**src/rtl/match_ctrl_pkg.sv**
```systemverilog
// Shared definitions for the match sequencer: state codes, keyboard scan codes,
// parameter defaults and small decode helpers.
package match_ctrl_pkg;

  typedef enum logic [2:0] {
    ST_IDLE  = 3'd0,
    ST_SERVE = 3'd1,
    ST_PLAY  = 3'd2,
    ST_POINT = 3'd3,
    ST_OVER  = 3'd4
  } state_e;

  localparam logic [7:0] SC_SPACE = 8'h29;
  localparam logic [7:0] SC_ESC   = 8'h76;
  localparam logic [7:0] SC_BREAK = 8'hF0;

  localparam int WIN_SCORE_DEF    = 7;
  localparam int SERVE_FRAMES_DEF = 60;
  localparam int POINT_FRAMES_DEF = 90;

  // A make code only counts when the byte before it was not a break prefix.
  function automatic logic key_event(input logic rx, input logic [15:0] hist,
                                     input logic [7:0] code);
    return rx && (hist[7:0] == code) && (hist[15:8] != SC_BREAK);
  endfunction

  function automatic logic [3:0] sat_inc(input logic [3:0] v, input logic [3:0] lim);
    return (v >= lim) ? lim : v + 4'd1;
  endfunction

endpackage

```
**src/rtl/match_ctrl_frame_timer.sv**
```systemverilog
// Loadable 8-bit frame down-counter; done is high while the count is zero.
module frame_timer (
  input  logic       clk,
  input  logic       rst,
  input  logic       load,
  input  logic [7:0] load_val,
  input  logic       frame_tick,
  output logic       done
);

  logic [7:0] count_q, count_d;

  always_comb begin
    count_d = count_q;
    if (load) begin
      count_d = load_val;
    end else if (frame_tick && (count_q != 8'd0)) begin
      count_d = count_q - 8'd1;
    end
  end

  always_ff @(posedge clk or posedge rst) begin
    if (rst) begin
      count_q <= 8'd0;
    end else begin
      count_q <= count_d;
    end
  end

  assign done = (count_q == 8'd0);

endmodule

```
**src/rtl/match_ctrl.sv**
```systemverilog
// Match sequencer for a two-player paddle game: keyboard start/abort, serve delay,
// point scoring and match-over detection.
module match_ctrl
  import match_ctrl_pkg::*;
#(
  parameter int WIN_SCORE    = WIN_SCORE_DEF,
  parameter int SERVE_FRAMES = SERVE_FRAMES_DEF,
  parameter int POINT_FRAMES = POINT_FRAMES_DEF
) (
  input  logic        clk,
  input  logic        rst,
  input  logic [31:0] data,
  input  logic        RX_Done,
  input  logic        frame_tick,
  input  logic        miss_left,
  input  logic        miss_right,
  output logic        start_Match,
  output logic        play_En,
  output logic        pos_Rst,
  output logic        serve_Dir,
  output logic [3:0]  score_L,
  output logic [3:0]  score_R,
  output logic        match_Ended,
  output logic [2:0]  state
);

  localparam logic [3:0] WinV   = 4'(WIN_SCORE);
  localparam logic [7:0] ServeV = 8'(SERVE_FRAMES);
  localparam logic [7:0] PointV = 8'(POINT_FRAMES);

  state_e     state_q;
  logic [3:0] score_l_q, score_r_q;
  logic       serve_dir_q, start_q;
  logic       space_ev, esc_ev, abort, won;
  logic       tmr_load, tmr_done;
  logic [7:0] tmr_val;
  logic       unused_data;

  assign unused_data = ^data[31:16];
  assign space_ev    = key_event(RX_Done, data[15:0], SC_SPACE);
  assign esc_ev      = key_event(RX_Done, data[15:0], SC_ESC);
  assign abort       = esc_ev && (state_q != ST_IDLE);
  assign won         = (score_l_q == WinV) || (score_r_q == WinV);

  // The timer is loaded on the same edge that enters SERVE or POINT.
  always_comb begin
    tmr_load = 1'b0;
    tmr_val  = ServeV;
    if (!abort) begin
      case (state_q)
        ST_IDLE:  tmr_load = space_ev;
        ST_PLAY: begin
          tmr_load = miss_left || miss_right;
          tmr_val  = PointV;
        end
        ST_POINT: tmr_load = tmr_done && !won;
        default:  tmr_load = 1'b0;
      endcase
    end
  end

  frame_timer u_timer (
    .clk       (clk),
    .rst       (rst),
    .load      (tmr_load),
    .load_val  (tmr_val),
    .frame_tick(frame_tick),
    .done      (tmr_done)
  );

  always_ff @(posedge clk or posedge rst) begin
    if (rst) begin
      state_q     <= ST_IDLE;
      score_l_q   <= 4'd0;
      score_r_q   <= 4'd0;
      serve_dir_q <= 1'b0;
      start_q     <= 1'b0;
    end else begin
      start_q <= 1'b0;
      if (abort) begin
        state_q   <= ST_IDLE;
        score_l_q <= 4'd0;
        score_r_q <= 4'd0;
      end else begin
        case (state_q)
          ST_IDLE: begin
            if (space_ev) begin
              state_q     <= ST_SERVE;
              start_q     <= 1'b1;
              score_l_q   <= 4'd0;
              score_r_q   <= 4'd0;
              serve_dir_q <= 1'b0;
            end
          end
          ST_SERVE: begin
            if (tmr_done) state_q <= ST_PLAY;
          end
          // Scoring happens only on the PLAY exit, so a held miss counts once.
          ST_PLAY: begin
            if (miss_left) begin
              score_r_q   <= sat_inc(score_r_q, WinV);
              serve_dir_q <= 1'b0;
              state_q     <= ST_POINT;
            end else if (miss_right) begin
              score_l_q   <= sat_inc(score_l_q, WinV);
              serve_dir_q <= 1'b1;
              state_q     <= ST_POINT;
            end
          end
          ST_POINT: begin
            if (tmr_done) state_q <= won ? ST_OVER : ST_SERVE;
          end
          ST_OVER: begin
            if (space_ev) state_q <= ST_IDLE;
          end
          default: state_q <= ST_IDLE;
        endcase
      end
    end
  end

  assign state       = state_q;
  assign start_Match = start_q;
  assign serve_Dir   = serve_dir_q;
  assign score_L     = score_l_q;
  assign score_R     = score_r_q;
  assign play_En     = (state_q == ST_PLAY);
  assign pos_Rst     = !((state_q == ST_PLAY) || (state_q == ST_POINT));
  assign match_Ended = (state_q == ST_OVER);

endmodule

```
**config.mk**
```make
export PLATFORM = sky130hd
export DESIGN_NAME = match_ctrl
export DESIGN_NICKNAME = d
export VERILOG_FILES = /design/src/rtl/match_ctrl_pkg.sv /design/src/rtl/match_ctrl_frame_timer.sv /design/src/rtl/match_ctrl.sv
export SDC_FILE = /design/constraint.sdc
export NUM_CORES = 1
export LEC_CHECK = 0
export CELL_PAD_IN_SITES_DETAIL_PLACEMENT = 1
export CELL_PAD_IN_SITES_GLOBAL_PLACEMENT = 2
export CORE_MARGIN = 2
export CORE_UTILIZATION = 22
export CTS_CLUSTER_DIAMETER = 200
export DETAILED_ROUTE_END_ITERATION = 12
export GPL_TIMING_DRIVEN = 0
export PLACE_DENSITY = 0.86
export SLEW_MARGIN = 30
export SYNTH_ARGS = -nofsm -noshare
export SYNTH_HDL_FRONTEND = slang
export SYNTH_HIERARCHICAL = 1
export SYNTH_SLANG_ARGS = --single-unit
```
**constraint.sdc**
```tcl
create_clock -name clk -period 2.6 [get_ports clk]
set_input_delay 0.52 -clock clk [delete_from_list [all_inputs] [get_ports clk]]
set_output_delay 0.52 -clock clk [all_outputs]
set_load 0.01 [all_outputs]
```
==> After elaboration in Yosys (flattened, before gate mapping) <==
Index checks and enable logic that the tools add are counted.
{ "totals": {"mem_count": 0, "input_bits": 38, "register_bits": 21, "out_inout_bits": 16, "latchBits": 0, "mem_bits_rw": 0, "rom_bits": 0} }
{ "classes": {"multipliers": 0, "order_cmp": 2, "n_shift": 0, "muxes": 32, "addsub": 3, "eq_ne": 19, "n_reduce_logical": 23, "bitwise": 1, "n_div": 0} }
{ "op_table": {"columns": ["cell", "n"], "rows": [
  ["$mux 4", 8],
  ["$mux 3", 8],
  ["$mux 8", 2],
  ["$pmux 4 s2", 2],
  ["$pmux 3 s5", 1],
  ["$mux 7", 2],
  ["$ne 3x3->1 const B", 4],
  ["$ne 3x2->1 const B", 3],
  ["$add 4x1->4 const B", 2],
  ["$eq 4x3->1 const B", 2],
  ["$eq 8x6->1 const B", 1],
  ["$eq 8x7->1 const B", 1],
  ["$ge 4x3->1 const B", 2],
  ["$logic_not 8->1", 1],
  ["$ne 8x8->1 const B", 1],
  ["$reduce_and 4->1", 2],
  ["$reduce_bool 8->1", 1],
  ["$sub 8x1->8 const B", 1],
  ["$logic_and 1x1->1", 7],
  ["$mux 1", 7],
  ["$eq 3x2->1 const B", 2],
  ["$reduce_bool 3->1", 2],
  ["$reduce_and 5->1", 1],
  ["$ne 4x3->1 const B", 1],
  ["other kinds (12)", 16]
]} }

==> Logic depth before layout (Yosys ltp) <==
Gate-level depths: netlist of run 1.
{ "logic_depth": {"ltp_word": 7, "depth_mapped": 9, "depth_no_buf": 9} }

==> Modules after synthesis <==
Netlist of run 1, hierarchy kept.
{ "modules_own_cells": {"columns": ["module", "cells_per_inst", "seq_area_each_um2", "instances", "area_each_um2"], "rows": [
  ["match_ctrl", 95, 325.3, 1, 857.1],
  ["frame_timer", 53, 200.2, 1, 495.5]
]} }

==> Worst setup path before layout of run 1 <==
No wires, ideal clock.
{ "synth_timing": {"path_kind": "register to register", "from": "reg u_timer.count_q[0]", "to": "reg u_timer.count_q[5]", "path_stages_with_launch": 9, "arrival_time_ns": 2.505, "required_ns": 2.464, "slack_ns": -0.041, "n_path_buf": 1, "path_cell_list": "dfrtp_1 inv_1 ha_1 or4b_4 nor2_1 a21boi_0 o41ai_1 clkbuf_1 o21ai_0"} }
{ "synth_via": {"elab_chain_len": 5, "word_cells_on_any_way": 10, "cone_classes": "1 x add/sub; 4 x mux; 5 x reduce/logical"} }
{ "synth_rtl": {"columns": ["item", "line_no", "text"], "rows": [
  ["start: declaration", "match_ctrl_frame_timer.sv:11", "logic [7:0] count_q, count_d;"],
  ["start signal: assignment", "match_ctrl_frame_timer.sv:26", "count_q <= count_d;"],
  ["$logic_not 8->1 *", "match_ctrl_frame_timer.sv:30", "assign done = (count_q == 8'd0);"],
  ["net tmr_done", "match_ctrl.sv:35", "logic tmr_load, tmr_done;"],
  ["$logic_and 1x1->1 *", "match_ctrl.sv:56", "ST_POINT: tmr_load = tmr_done && !won;"],
  ["$pmux 1 s3 *", "match_ctrl.sv:50", "case (state_q)"],
  ["$mux 1 *", "match_ctrl.sv:49", "if (!abort) begin"],
  ["net tmr_load", "match_ctrl.sv:35", null],
  ["$mux 8 or $reduce_bool 2->1 (tied branches)", null, null]
]} }
The timed path passes the listed nets; every way through them passes the cells marked *. The select of a mux whose other input is x is not followed.
A chain may end at the register's enable or synchronous reset.

==> Final worst setup path of run 1 <==
{ "layout_timing": {"from": "reg state_q[2] (netlist: state[2])", "to": "out play_En"} }
{ "layout_via": {"elab_chain_len": 1} }
{ "layout_rtl": {"columns": ["item", "line_no", "text"], "rows": [
  ["start: declaration", "match_ctrl.sv:31", "state_e state_q;"],
  ["start signal: assignment", "match_ctrl.sv:111", "if (tmr_done) state_q <= won ? ST_OVER : ST_SERVE;"],
  ["$eq 3x2->1", "match_ctrl.sv:127", "assign play_En = (state_q == ST_PLAY);"],
  ["end: declaration", "match_ctrl.sv:18", "output logic play_En,"]
]} }
Every way passes these cells.

==> summary.md, run 1 <==
| Metric | Value |
|---|---|
| Status | completed |
| Total track usage | 11.6% |
| Flops & latches, synth | 21 |
| Drt total wl | 3610 um |
| Max Fclk | 409 MHz |
| Period utilization | 94.1% |
| Max-slew headroom | a little over half |
| Grt ovf | 0 |
| Req. time, crit path | about 2100 ps |
| First-pass DRT Iterations | 4 |
| Initial Util | 22.8% |
| Nets | 235 |
| Root Buffer | clkbuf_8 |
| Maximum vdd drop | 0.000247 V |
| Hold Vio Cnt, Final | 0 |
| Share of cells above drive strength 1 | 9.90% |
| Post-Synthesis Cells | ~150 |
| Worst Setup End Kind | output pin |
| Synthesized area per cell | 9.14 sq um |
| Fill cells | about 680 |
| Net Sw Frac | 36.3% |
| FP Rows | 28 |
| Clk_lat worst skew | 260 ps |
| Post-synthesis async set-or-reset flop share | between 90% and 100% |
| Clock slew seen by the registers of the worst setup and hold paths | 80 ps |
| Dpl ws | -646 ps |
| Tot Pwr | roughly 0.0012 W |
| GP Congestion | 0.759 |
| CTS Buffer Depth | 2 |
| CP Launch Type | flip-flop |
| Internal power | roughly 0.00076 W |
| Synth warn | 6 |
| Final setup viols | 0 |
| Number of global-route vias before repair | 1274 |
| Min Tclk post-route | between 2000 and 2500 ps |
| CP Launch Point | state[2] |
| H-tree depth | 1 |
| First DRT Iteration DRCs | 54 |
| CTS Buf Count | 3 |
| Ports | between 50 and 60 |
| Top FF cell, synth | dfrtp_1 |
| Sequential share of power | between 40% and 50% |
| # DRC | 0 |
| Largest net degree at the start of global routing | 14 |
| EDFF count, synth | 0 |
| Clock share of power | 18.1% |
| Multi-input gate area | approximately 800 sq um |
| CTS tree | built |
| Port bufs | 37 |
| Post-CTS Hold Fix Bufs | 0 |
| CTS Sinks | 21 |
| Final Max Tran Viols | 0 |
| Post-Syn Area | ~1400 sq um |
| Critical path class | flip-flop to output pin |
| Mean number of vias per cell | 4.72 |
| First-pass GRT wire length | about 6100 um |
| Yosys cell types | 50 |
| Die span in y | about 80 um |
| Crit path DAT | 1930 ps |
| PwrDens | about 630 nW/um^2 |
| DIE WIDTH | about 82 um |
| Count of antenna diodes in the layout | 0 |
| Core region area | around 5900 sq um |
| DP Wirelength | 2900 um |
| DRT antenna net count | 0 |
| Measured slew at the worst slew-check pin | 681 ps |
| MaxCap Viol Count | 0 |
| FF-to-FF Start | u_timer/count_q[0] |
| Routed length per placed instance | 13.5 um |
| Switching pwr | 0.000436 W |
| Initial antenna violation count | 0 |
| Final Skew | around 1.4 ps |
| FF+latch area | 526 sq um |
| RSZ-0062 raised after global routing | no |
| Worst hold path class | flip-flop to flip-flop |
| Final WS setup | 154 ps |
| Synth-to-Final Area Change | 40.7% |
| DR vias | between 1000 and 1500 |
| Largest fanout on the critical path | 6 |
| Seq/Total Area, Yosys | 38.9% |
| R2r setup slk | 160 ps |
| HP Start | state[2] |
| Worst hold slack | ~540 ps |
| LEAKAGE | 0.730 nW |
| Gate power share | 38.5% |
| Die area | around 6800 sq um |
==> repair_timing <==
action / in CTS / in global routing
gates resized for setup: 3 / 3
pin swaps: 1 / 0
endpoints found under the setup margin: 7 / 7
setup buffers: 1 / 0
==> path summary, 6_finish.rpt <==
| check | end | depth (start not counted) |
|---|---|---|
| max | play_En | 3 |
| min | state[1] | 1 |
| max reg2reg | u_timer/count_q[3] | 9 |
| min reg2reg | state[1] | 1 |
| max in group asynchronous | state[0] | 2 |
| min in group asynchronous | u_timer/count_q[4] | 2 |
==> power groups by stage <==
stage / registers, W / logic (W) / clock network [W]
2_1_floorplan: 0.000514 / 0.000277 / 0
3_3_place_gp: 0.000521 / 0.000440 / 0
3_5_place_dp: 0.000525 / 0.000452 / 0
4_1_cts: 0.000519 / 0.000464 / 0.000227
5_1_grt: 0.000535 / 0.000518 / 0.000240
6_report: 0.000521 / 0.000462 / 0.000217
==> sequential cells by signal, indices dropped and copies added, names as in the netlist <==
name and count:
score_L 4, score_R 4, serve_Dir 1, start_Match 1
state 3, u_timer/count_q 8
==> layout make-up <==
cell class                      instances  share of cell area, %
Multi-Input combinational cell        117                   42.1
Sequential cell                        21                   27.6
Timing Repair Buffer                   38                   19.9
Tap cell                               75                   4.93
Clock buffer                            3                   2.17
Inverter                                9                   1.78
Buffer                                  3                   1.25
Clock inverter                          1                  0.263
==> logic make-up after synthesis <==
kind of cell | count (synthesis) | share of synthesized area (%)
AO/OA/AOI/OAI | 42 | 21.4
XOR/XNOR | 5 | 3.24
adder cells (fa/ha/maj) | 4 | 3.70
buffers and inverters | 12 | 3.98
flip-flops | 21 | 38.9
multiplexers | 1 | 0.833
other | 2 | 0.555
AND/OR/NAND/NOR | 61 | 27.5
==> placed cells by master, fill, tap and decap left out, types with 3 or more instances in the layout <==
cell,instances
clkbuf_8,3
nand2_1,17
nand2b_1,3
a21oi_1,8
dfrtp_1,21
nand3_1,8
clkdlybuf4s50_1,37
inv_1,9
o31ai_1,7
o21ai_1,4
xor2_1,3
ha_1,4
nor3_1,6
o21ai_0,5
nor2_1,4
nor2b_1,4
conb_1,4
==> cells in the mapped netlist (3+ instances only) <==
cell       n  area share [%]
a21oi_1    8             3.0
dfrtp_1   21              39
ha_1       4             3.7
inv_1      9             2.5
nand2_1   17             4.7
nand2b_1   3             1.4
nand3_1    8             3.0
nor2_1     5             1.4
nor2b_1    4             1.8
nor3_1     6             2.2
o21ai_0    5             1.8
o21ai_1    4             1.5
o31ai_1    7             3.9
xor2_1     3             1.9
==> stage by stage <==
step	std cells	utilization (%)	setup TNS (ps)	area, sq um
2_1_floorplan	150	-	0	1370
3_3_place_gp	262	30.9	-3910	1830
3_5_place_dp	262	30.9	-4270	1830
4_1_cts	267	32.1	0	1900
5_1_grt	267	32.1	0	1900
6_report	267	32.1	0	1900
==> worst max-delay path: stages, from the launching register on <==
cell             delay (ps)
dfrtp_1                 430
nand2b_1                280
nor2_1                  350
clkdlybuf4s50_1         610
==> per-layer routing <==
layer	up-vias	share of wire [%]	GRT usage, %
li1	629	-	-
met4	0	1.3	3.50
met1	609	49	15.4
met5	-	0	0
met2	19	47	19.2
met3	4	2.9	1.96
No activity file was read; power rests on OpenSTA's default activity.
==> run 2, diff against run 1 <==
Settings changed: SKIP_LAST_GASP set to 1.
==> results of run 2 <==
Final layout, timing and power as in run 1 (identical DEF).
==> run 3, diff against run 2 <==
Settings changed: CORE_MARGIN 2 to 4.
==> summary.md, run 3 (same netlist as run 1, synthesis figures left out) <==
| Metric | Value |
|---|---|
| Status | completed |
| CP peak stage delay | 520 ps (-90 ps) |
| Initial antenna violation count | 0 (unchanged) |
| DIE WIDTH | 86.4 um (+4.9%) |
| Clk_lat worst skew | 260 ps (about the same) |
| Measured slew at the worst slew-check pin | 579 ps (-101 ps) |
| H-tree depth | 1 (unchanged) |
| Die span in y | 86.4 um (+4.9%) |
| Final Skew | 3.67 ps (+2.23 ps) |
| DP Wirelength | 3210 um (+11%) |
| Commonest non-fill, non-tap cell in the layout | clkdlybuf4s50_1 |
| Die area | 7470 sq um (+9.9%) |
| Nets | 237 (+0.85%) |
| DP Area | 1830 sq um (unchanged) |
| Count of antenna diodes in the layout | 0 (unchanged) |
| Largest fanout on the critical path | 6 (unchanged) |
| Ports | 54 (unchanged) |
| DR vias | 1292 (+2.5%) |
| Worst Setup End Kind | flip-flop |
| Initial Util | 22.7% (-0.13 points) |
| Core region area | 5960 sq um (+0.59%) |
| Final Max Tran Viols | 0 (unchanged) |
| Routed length per placed instance | 15.1 um (+11%) |
| Grt ovf | 0 (unchanged) |
| Max reg flops | 8 (unchanged) |
| CTS Buffer Depth | 2 (unchanged) |
| GP Congestion | 0.792 (+4.4%) |
| CTS tree | built |
| DRT antenna net count | 0 (unchanged) |
| Total Neg Setup Slack | 0 ps (unchanged) |
| Worst hold path class | flip-flop to flip-flop |
| Critical path class | flip-flop to flip-flop |
| First DRT Iteration DRCs | 32 (-41%) |
| Req. time, crit path | 2740 ps (+660 ps) |
| Synth-to-Final Area Change | 43.0% |
| Period utilization | 95.7% (+1.6 points) |
| Drt total wl | 4050 um (+12%) |
| Total track usage | 11.2% (-0.39 points) |
| Cell with the largest stage delay on the worst path | or4b_4 |
| Hold Vio Cnt, Final | 0 (unchanged) |
| MaxCap Viol Count | 0 (unchanged) |
| Largest net degree at the start of global routing | 14 (unchanged) |
| Port bufs | 37 (unchanged) |
| CTS Sinks | 21 (unchanged) |
| CTS Buf Count | 3 (unchanged) |
| CP cell instances | inv_1, ha_1, or4b_4, nor2_4, a21boi_0, o41ai_4, buf_4, nor2b_1, a22oi_1, o41ai_1 |
| Number of global-route vias before repair | 1416 (+11%) |
| Largest Register | u_timer/count_q |
| Finished layout cell area | 1930 sq um (+1.6%) |
| # DRC | 0 (unchanged) |
| Mean number of vias per cell | 4.80 (+1.7%) |
| First-pass DRT Iterations | 4 (unchanged) |
| Commonest cells after routing, fill and taps aside | clkdlybuf4s50_1 (37), dfrtp_1 (21), nand2_1 (17), inv_1 (9) |
| Share of cells above drive strength 1 | 11.3% (+1.4 points) |
| CP Launch Type | flip-flop |
| First-pass GRT wire length | 6870 um (+12%) |
| Crit path DAT | 2630 ps (+700 ps) |
| Min Tclk post-route | 2490 ps (+42.3 ps) |
| FP Rows | 28 (unchanged) |
| Root Buffer | clkbuf_8 |
| Max Fclk | 402 MHz (-1.7%) |
| LEAKAGE | 0.746 nW (+2.2%) |
| Max-slew headroom | 60.8% (+6.8 points) |
| Final setup viols | 0 (unchanged) |
| Clock slew seen by the registers of the worst setup and hold paths | 80 ps (about the same) |
| PwrDens | 633 nW/um^2 (+0.33%) |
| Maximum vdd drop | 0.000211 V (-15%) |
==> run 3: cell types whose count changed in the layout (fill, tap and decap cells not counted), sizes merged <==
| cell | delta |
|---|---|
| buf | +2 |
==> run 3: what timing repair did <==
item,4_1_cts,5_1_grt
pin swaps,1,0
hold buffers,0,0
gates resized for setup,3,5
buffers inserted,3,0
setup endpoints to repair,7,8
==> run 3: cell type report <==
cell class | instances | area [sq um]
Buffer | 3 | 23.8
Clock buffer | 3 | 41.3
Clock inverter | 1 | 5.00
Fill cell | 735 | 4020
Inverter | 9 | 33.8
Multi-Input combinational cell | 117 | 818
Sequential cell | 21 | 526
Tap cell | 75 | 93.8
Timing Repair Buffer | 40 | 393
==> run 3: worst max-delay path: cells and delay by family (launching register included) <==
family          cells  cell delay (ps)
flops               1              390
compound gates      4              760
simple gates        3              750
buf+inv             2              300
fa+ha+maj           1              170
==> run 3: per-layer routing <==
metal / vias to the layer above / track usage, % / wire (um)
met4: 0 / 1.27 / 6
met1: 637 / 14.3 / 1790
met3: 2 / 1.52 / 124
li1: 633 / - / -
met5: - / 0 / 0
met2: 20 / 20.6 / 2130
==> run 3: report_power, final <==
| part | internal [W] | switching, W | total (W) | leakage, nW |
|---|---|---|---|---|
| logic | 0.000244 | 0.000242 | 0.000487 | 0.461 |
| registers | 0.000417 | 0.000104 | 0.000521 | 0.260 |
| clock network | 0.000107 | 0.000110 | 0.000216 | 0.0255 |
| total | 0.000768 | 0.000456 | 0.00122 | 0.746 |
==> run 3: final timing paths <==
kind                               startpoint            endpoint  slack, ps  cells past startpoint
hold reg to reg            u_timer/count_q[3]  u_timer/count_q[3]        540                      1
max in group asynchronous                 rst          score_L[0]       1590                      2
setup / recovery           u_timer/count_q[0]  u_timer/count_q[3]        110                     10
hold / removal             u_timer/count_q[3]  u_timer/count_q[3]        540                      1
min in group asynchronous                 rst  u_timer/count_q[3]        550                      2
setup reg to reg           u_timer/count_q[0]  u_timer/count_q[3]        110                     10
==> run 3: metrics by stage <==
step	utilization (%)	cells	hold WS (ps)	setup slack, ps	total power (W)
final	32.5	269	540	111	0.00122
after CTS	32.2	269	535	78.1	0.00122
after global routing	32.5	269	562	-22.1	0.00133
after floorplan	-	150	336	197	0.000791
after detailed placement	30.8	262	527	-482	0.000990
after global placement	30.8	262	516	-450	0.000965
==> edit 1 (settings of run 3) <==
Reset style: synchronous (`rst`), changed in 2 clocked blocks.
--- a/src/rtl/match_ctrl_frame_timer.sv
+++ b/src/rtl/match_ctrl_frame_timer.sv
@@ -19,7 +19,7 @@
     end
   end
 
-  always_ff @(posedge clk or posedge rst) begin
+  always_ff @(posedge clk) begin
     if (rst) begin
       count_q <= 8'd0;
     end else begin
--- a/src/rtl/match_ctrl.sv
+++ b/src/rtl/match_ctrl.sv
@@ -68,7 +68,7 @@
     .done      (tmr_done)
   );
 
-  always_ff @(posedge clk or posedge rst) begin
+  always_ff @(posedge clk) begin
     if (rst) begin
       state_q     <= ST_IDLE;
       score_l_q   <= 4'd0;
Check against the original RTL: differs if rst is asserted again (counterexample within 4 cycles, from zero or initial values and one cycle with rst high); with rst held inactive, the same outputs for 10 cycles.
==> edit 1 against run 3 <==
  * Sequential cell count is the same
  * Synthesized area shrank 4.2%
  * Sequential share of layout area shrank 6.7 points
  * Critical endpoint is now u_timer/count_q[2]
  * Worst setup slack lost 0.15 ns
  * Power grew 4.9%
  * Routed wire length grew 1.5%
  * Sequential power shrank 14%
  * Non-clock buffer count grew 9
  * The flow now finishes with violations (setup timing)
  * Cell area grew 6.6%
  * Clock power grew 3%
==> edit 1: results (changes against run 3) <==
metric,value,unit,change
worst setup margin,-0.0356,ns,-0.147 ns
met3 WL,92,microns,-26%
First DRT Iteration DRCs,33,,+3.1%
vias in the first global route,1376,,-2.8%
endpoints failing setup,1,,+1
failing checks,setup timing,,
Placer Congestion,0.708,,-11%
first-pass GRT wire length,6550,microns,-4.7%
asr flop ratio synth,0,%,-100 points
Placed Area,0.00178,sq mm,-3.1%
GR Util met3,0.687,%,-0.83 points
Pre-antenna DRT Iters,4,,unchanged
sequential share of the synthesized area,32.4,%,-6.4 points
Main synth FF type,dfxtp_1,,
total track usage,11.1,%,-0.13 points
share of layout cells above drive strength 1,23.4,%,+12 points
Final nets,257,,+8.4%
WL per Instance,14.4,microns,-4.5%
crit-path max FO,5,,-1
status,"finished, violations left",,
met1 Use GR,13.6,%,-0.77 points
Vias/cell,4.78,,-0.48%
Unique masters post-synth,48,,-4.0%
Most Crowded Layer GR,met2,,
Lkg Pwr,0.770,nW,+3.2%
post-CTS sizing,24,,+21
Worst Tran Pin Value,0.564,ns,-0.0154 ns
met2 usage,20.3,%,-0.30 points
largest net degree at the start of global routing,12,,-2
largest cells by area after synthesis,"dfxtp_1 32%, a21oi_1 5.8%, nand2_1 4.1%, nor2_1 4.1%, ha_1 3.9%",,
postcts setup bufs,6,,+3
Max VDD drop,0.222,mV,+5.4%
dpl hpwl,2890,microns,-10%
routed wl met2,2120,microns,-0.42%
top cells by instance count after synthesis,"21 x dfxtp_1, 15 x a21oi_1, 14 x nand2_1, 14 x nor2_1, 12 x inv_1",,
clk_skew,0.00152,ns,-0.00216 ns
Largest register FFs,8,,unchanged
[edit 1: cell families (layout without fill, tap and decap cells)]
family          Yosys count  count (layout)  synth area share (%)
compound gates           39              39                  22.1
xor+xnor                  4               4                  2.70
fa+ha+maj                 4               4                  3.86
buf+inv                  17              70                  5.50
flops                    21              21                  32.4
mux                       4               4                  3.09
other cells               2               4                 0.579
simple gates             68              68                  29.7
[edit 1: final timing paths]
| kind | cells after the start | slack, ns | from | end |
|---|---|---|---|---|
| worst min-delay path | 2 | 0.47 | serve_Dir | serve_Dir |
| worst min register to register | 2 | 0.47 | serve_Dir | serve_Dir |
| worst max-delay path | 11 | -0.04 | data[8] | u_timer/count_q[2] |
| worst max register to register | 11 | 0.02 | u_timer/count_q[5] | u_timer/count_q[4] |
[edit 1: worst max-delay path: stages]
cell	delay, ns
dlygate4sd2_1	0.23
or4_4	0.53
o2111ai_4	0.28
or2_4	0.19
o21a_4	0.13
a2111oi_4	0.04
clkbuf_8	0.18
buf_12	0.13
buf_6	0.11
or3_4	0.37
a21oi_2	0.11
[edit 1: layout make-up]
type | count | area [sq um]
Inverter | 14 | 60.1
Clock buffer | 4 | 45.0
Buffer | 2 | 17.5
Tap cell | 72 | 90.1
Fill cell | 693 | 3550
Sequential cell | 21 | 422
Timing Repair Buffer | 50 | 489
Multi-Input combinational cell | 123 | 938
[edit 1: metrics by stage]
step	setup slack (ns)	utilization, %	cells	hold WS [ns]
after floorplan	0.0316	-	161	0.479
after global placement	-0.700	31.7	270	0.468
after detailed placement	-0.800	31.7	270	0.466
after CTS	0.00137	35.1	280	0.478
after global routing	-0.169	36.8	286	0.513
final	-0.0356	36.8	286	0.474
[edit 1: report_power, final]
part	switching, mW	total, mW	internal, mW
Clock	0.114	0.223	0.109
Combinational	0.289	0.615	0.326
Sequential	0.0678	0.446	0.378
==> edit 2 (flow settings as in run 3) <==
Made on the original files. Register the inputs `data`, `RX_Done`, `frame_tick`, `miss_left` and `miss_right` before use, without a reset. The logic sees them one clock later.
--- a/src/rtl/match_ctrl.sv
+++ b/src/rtl/match_ctrl.sv
@@ -28,6 +28,20 @@
   localparam logic [7:0] ServeV = 8'(SERVE_FRAMES);
   localparam logic [7:0] PointV = 8'(POINT_FRAMES);
 
+  logic [31:0] data_q;
+  logic RX_Done_q;
+  logic frame_tick_q;
+  logic miss_left_q;
+  logic miss_right_q;
+
+  always_ff @(posedge clk) begin
+    data_q       <= data;
+    RX_Done_q    <= RX_Done;
+    frame_tick_q <= frame_tick;
+    miss_left_q  <= miss_left;
+    miss_right_q <= miss_right;
+  end
+
   state_e     state_q;
   logic [3:0] score_l_q, score_r_q;
   logic       serve_dir_q, start_q;
@@ -36,9 +50,9 @@
   logic [7:0] tmr_val;
   logic       unused_data;
 
-  assign unused_data = ^data[31:16];
-  assign space_ev    = key_event(RX_Done, data[15:0], SC_SPACE);
-  assign esc_ev      = key_event(RX_Done, data[15:0], SC_ESC);
+  assign unused_data = ^data_q[31:16];
+  assign space_ev    = key_event(RX_Done_q, data_q[15:0], SC_SPACE);
+  assign esc_ev      = key_event(RX_Done_q, data_q[15:0], SC_ESC);
   assign abort       = esc_ev && (state_q != ST_IDLE);
   assign won         = (score_l_q == WinV) || (score_r_q == WinV);
 
@@ -50,7 +64,7 @@
       case (state_q)
         ST_IDLE:  tmr_load = space_ev;
         ST_PLAY: begin
-          tmr_load = miss_left || miss_right;
+          tmr_load = miss_left_q || miss_right_q;
           tmr_val  = PointV;
         end
         ST_POINT: tmr_load = tmr_done && !won;
@@ -64,7 +78,7 @@
     .rst       (rst),
     .load      (tmr_load),
     .load_val  (tmr_val),
-    .frame_tick(frame_tick),
+    .frame_tick(frame_tick_q),
     .done      (tmr_done)
   );
 
@@ -97,11 +111,11 @@
           end
           // Scoring happens only on the PLAY exit, so a held miss counts once.
           ST_PLAY: begin
-            if (miss_left) begin
+            if (miss_left_q) begin
               score_r_q   <= sat_inc(score_r_q, WinV);
               serve_dir_q <= 1'b0;
               state_q     <= ST_POINT;
-            end else if (miss_right) begin
+            end else if (miss_right_q) begin
               score_l_q   <= sat_inc(score_l_q, WinV);
               serve_dir_q <= 1'b1;
               state_q     <= ST_POINT;
Behaviour: not the same (a bounded check fails within 4 cycles, from zero or initial values and one cycle with rst high).
==> edit 2 against run 3 <==
  * Non-clock buffer count up 2
  * Power up 45%
  * Combinational power up 6.8%
  * Worst setup slack better by 0.091 ns
  * Largest power group unchanged
  * Routed wire length up 8.0%
  * Cell area up 27%
  * Sequential cell count up 20
  * Sequential share of layout area up 10 points
  * Synthesized area up 33%
==> edit 2: results (changes against run 3) <==
metric,value,unit,change
placed cells,315,,+20%
fillers,896,,+22%
largest net degree at the start of global routing,16,,+2
crit-path max FO,4,,-2
sequential share of the synthesized area,51.3,%,+12 points
Signal buf overhead,17.6,%,-3.9 points
dpl hpwl,3330,microns,+3.9%
Synth Register Bits,41,,+95%
first-pass GRT wire length,7270,microns,+5.7%
First DRT Iteration DRCs,43,,+34%
"Clk Latency, worst-skew pair",0.30,ns,+0.04 ns
Num CTS Buffers,5,,+2
final std cells w/o fill,326,,+21%
Lkg Pwr,0.979,nW,+31%
Worst slew margin,57.4,%,-3.5 points
asr flop ratio synth,51.2,%,-49 points
PD cells,717,mW/mm^2,+13%
Unique masters post-synth,57,,+14%
Syn Inst Count,174,,+18%
Seq/total area,37.5,%,+10 points
complex-gate fraction of the synthesized area,17.5,%,-3.8 points
Placer Congestion,0.770,,-2.7%
clk_skew,0.00456,ns,+0.000882 ns
multi-input logic area,852,sq um,+4.1%
routed vias,1411,,+9.2%
critical path arrival,2.58,ns,-0.05 ns
worst hold-check path type,input pin to async pin,,
reg2reg path depth,11,,+1
Placed Area,0.00231,sq mm,+26%
status,finished clean,,
edit 2: cell types whose count changed in the layout (fill, tap and decap cells not counted), sizes merged, moves of 3 or more:
cell / run 3 / this run
dfxtp: 0 / 20
o31ai: 7 / 1
a21oi: 8 / 12
nand3: 8 / 4
clkbuf: 4 / 7
nand2: 17 / 20
nor4b: 4 / 1
edit 2: final timing paths:
check / slack (ns) / start / to
max reg2reg: 0.20 / u_timer/count_q[0] / u_timer/count_q[3]
min in group clk: 0.56 / u_timer/count_q[3] / u_timer/count_q[3]
min: 0.51 / rst / u_timer/count_q[5]
max in group asynchronous: 1.63 / rst / score_R[1]
min reg2reg: 0.56 / u_timer/count_q[3] / u_timer/count_q[3]
max: 0.20 / u_timer/count_q[0] / u_timer/count_q[3]
edit 2: worst max-delay path: stages, from the launching register on:
cell and delay (ns):
dfrtp_1 0.40, inv_2 0.08, ha_1 0.16, or4b_4 0.50, nor2_4 0.13, nand2_2 0.08
o22ai_2 0.13, nand2_2 0.11, a211oi_4 0.35, nor2b_1 0.08, a22oi_1 0.16, o41ai_1 0.10
edit 2: layer usage:
| layer | wire [microns] | GRT usage, % | vias up |
|---|---|---|---|
| li1 | - | - | 713 |
| met1 | 1990 | 11.6 | 666 |
| met2 | 2060 | 15.1 | 27 |
| met3 | 248 | 3.26 | 5 |
| met4 | 73 | 4.73 | 0 |
| met5 | 0 | 0 | - |
edit 2: report_power, final:
| group | leakage [nW] | internal (mW) | switching (mW) | total [mW] |
|---|---|---|---|---|
| clock network | 0.0491 | 0.195 | 0.243 | 0.438 |
| registers | 0.443 | 0.726 | 0.0860 | 0.812 |
| logic | 0.487 | 0.246 | 0.273 | 0.520 |
edit 2: timing repair:
item                       CTS  global route
setup endpoints to repair    7             8
setup buffers                1             2
gates resized for setup      4             7
pin swaps                    1             2
hold buffers                 0             0
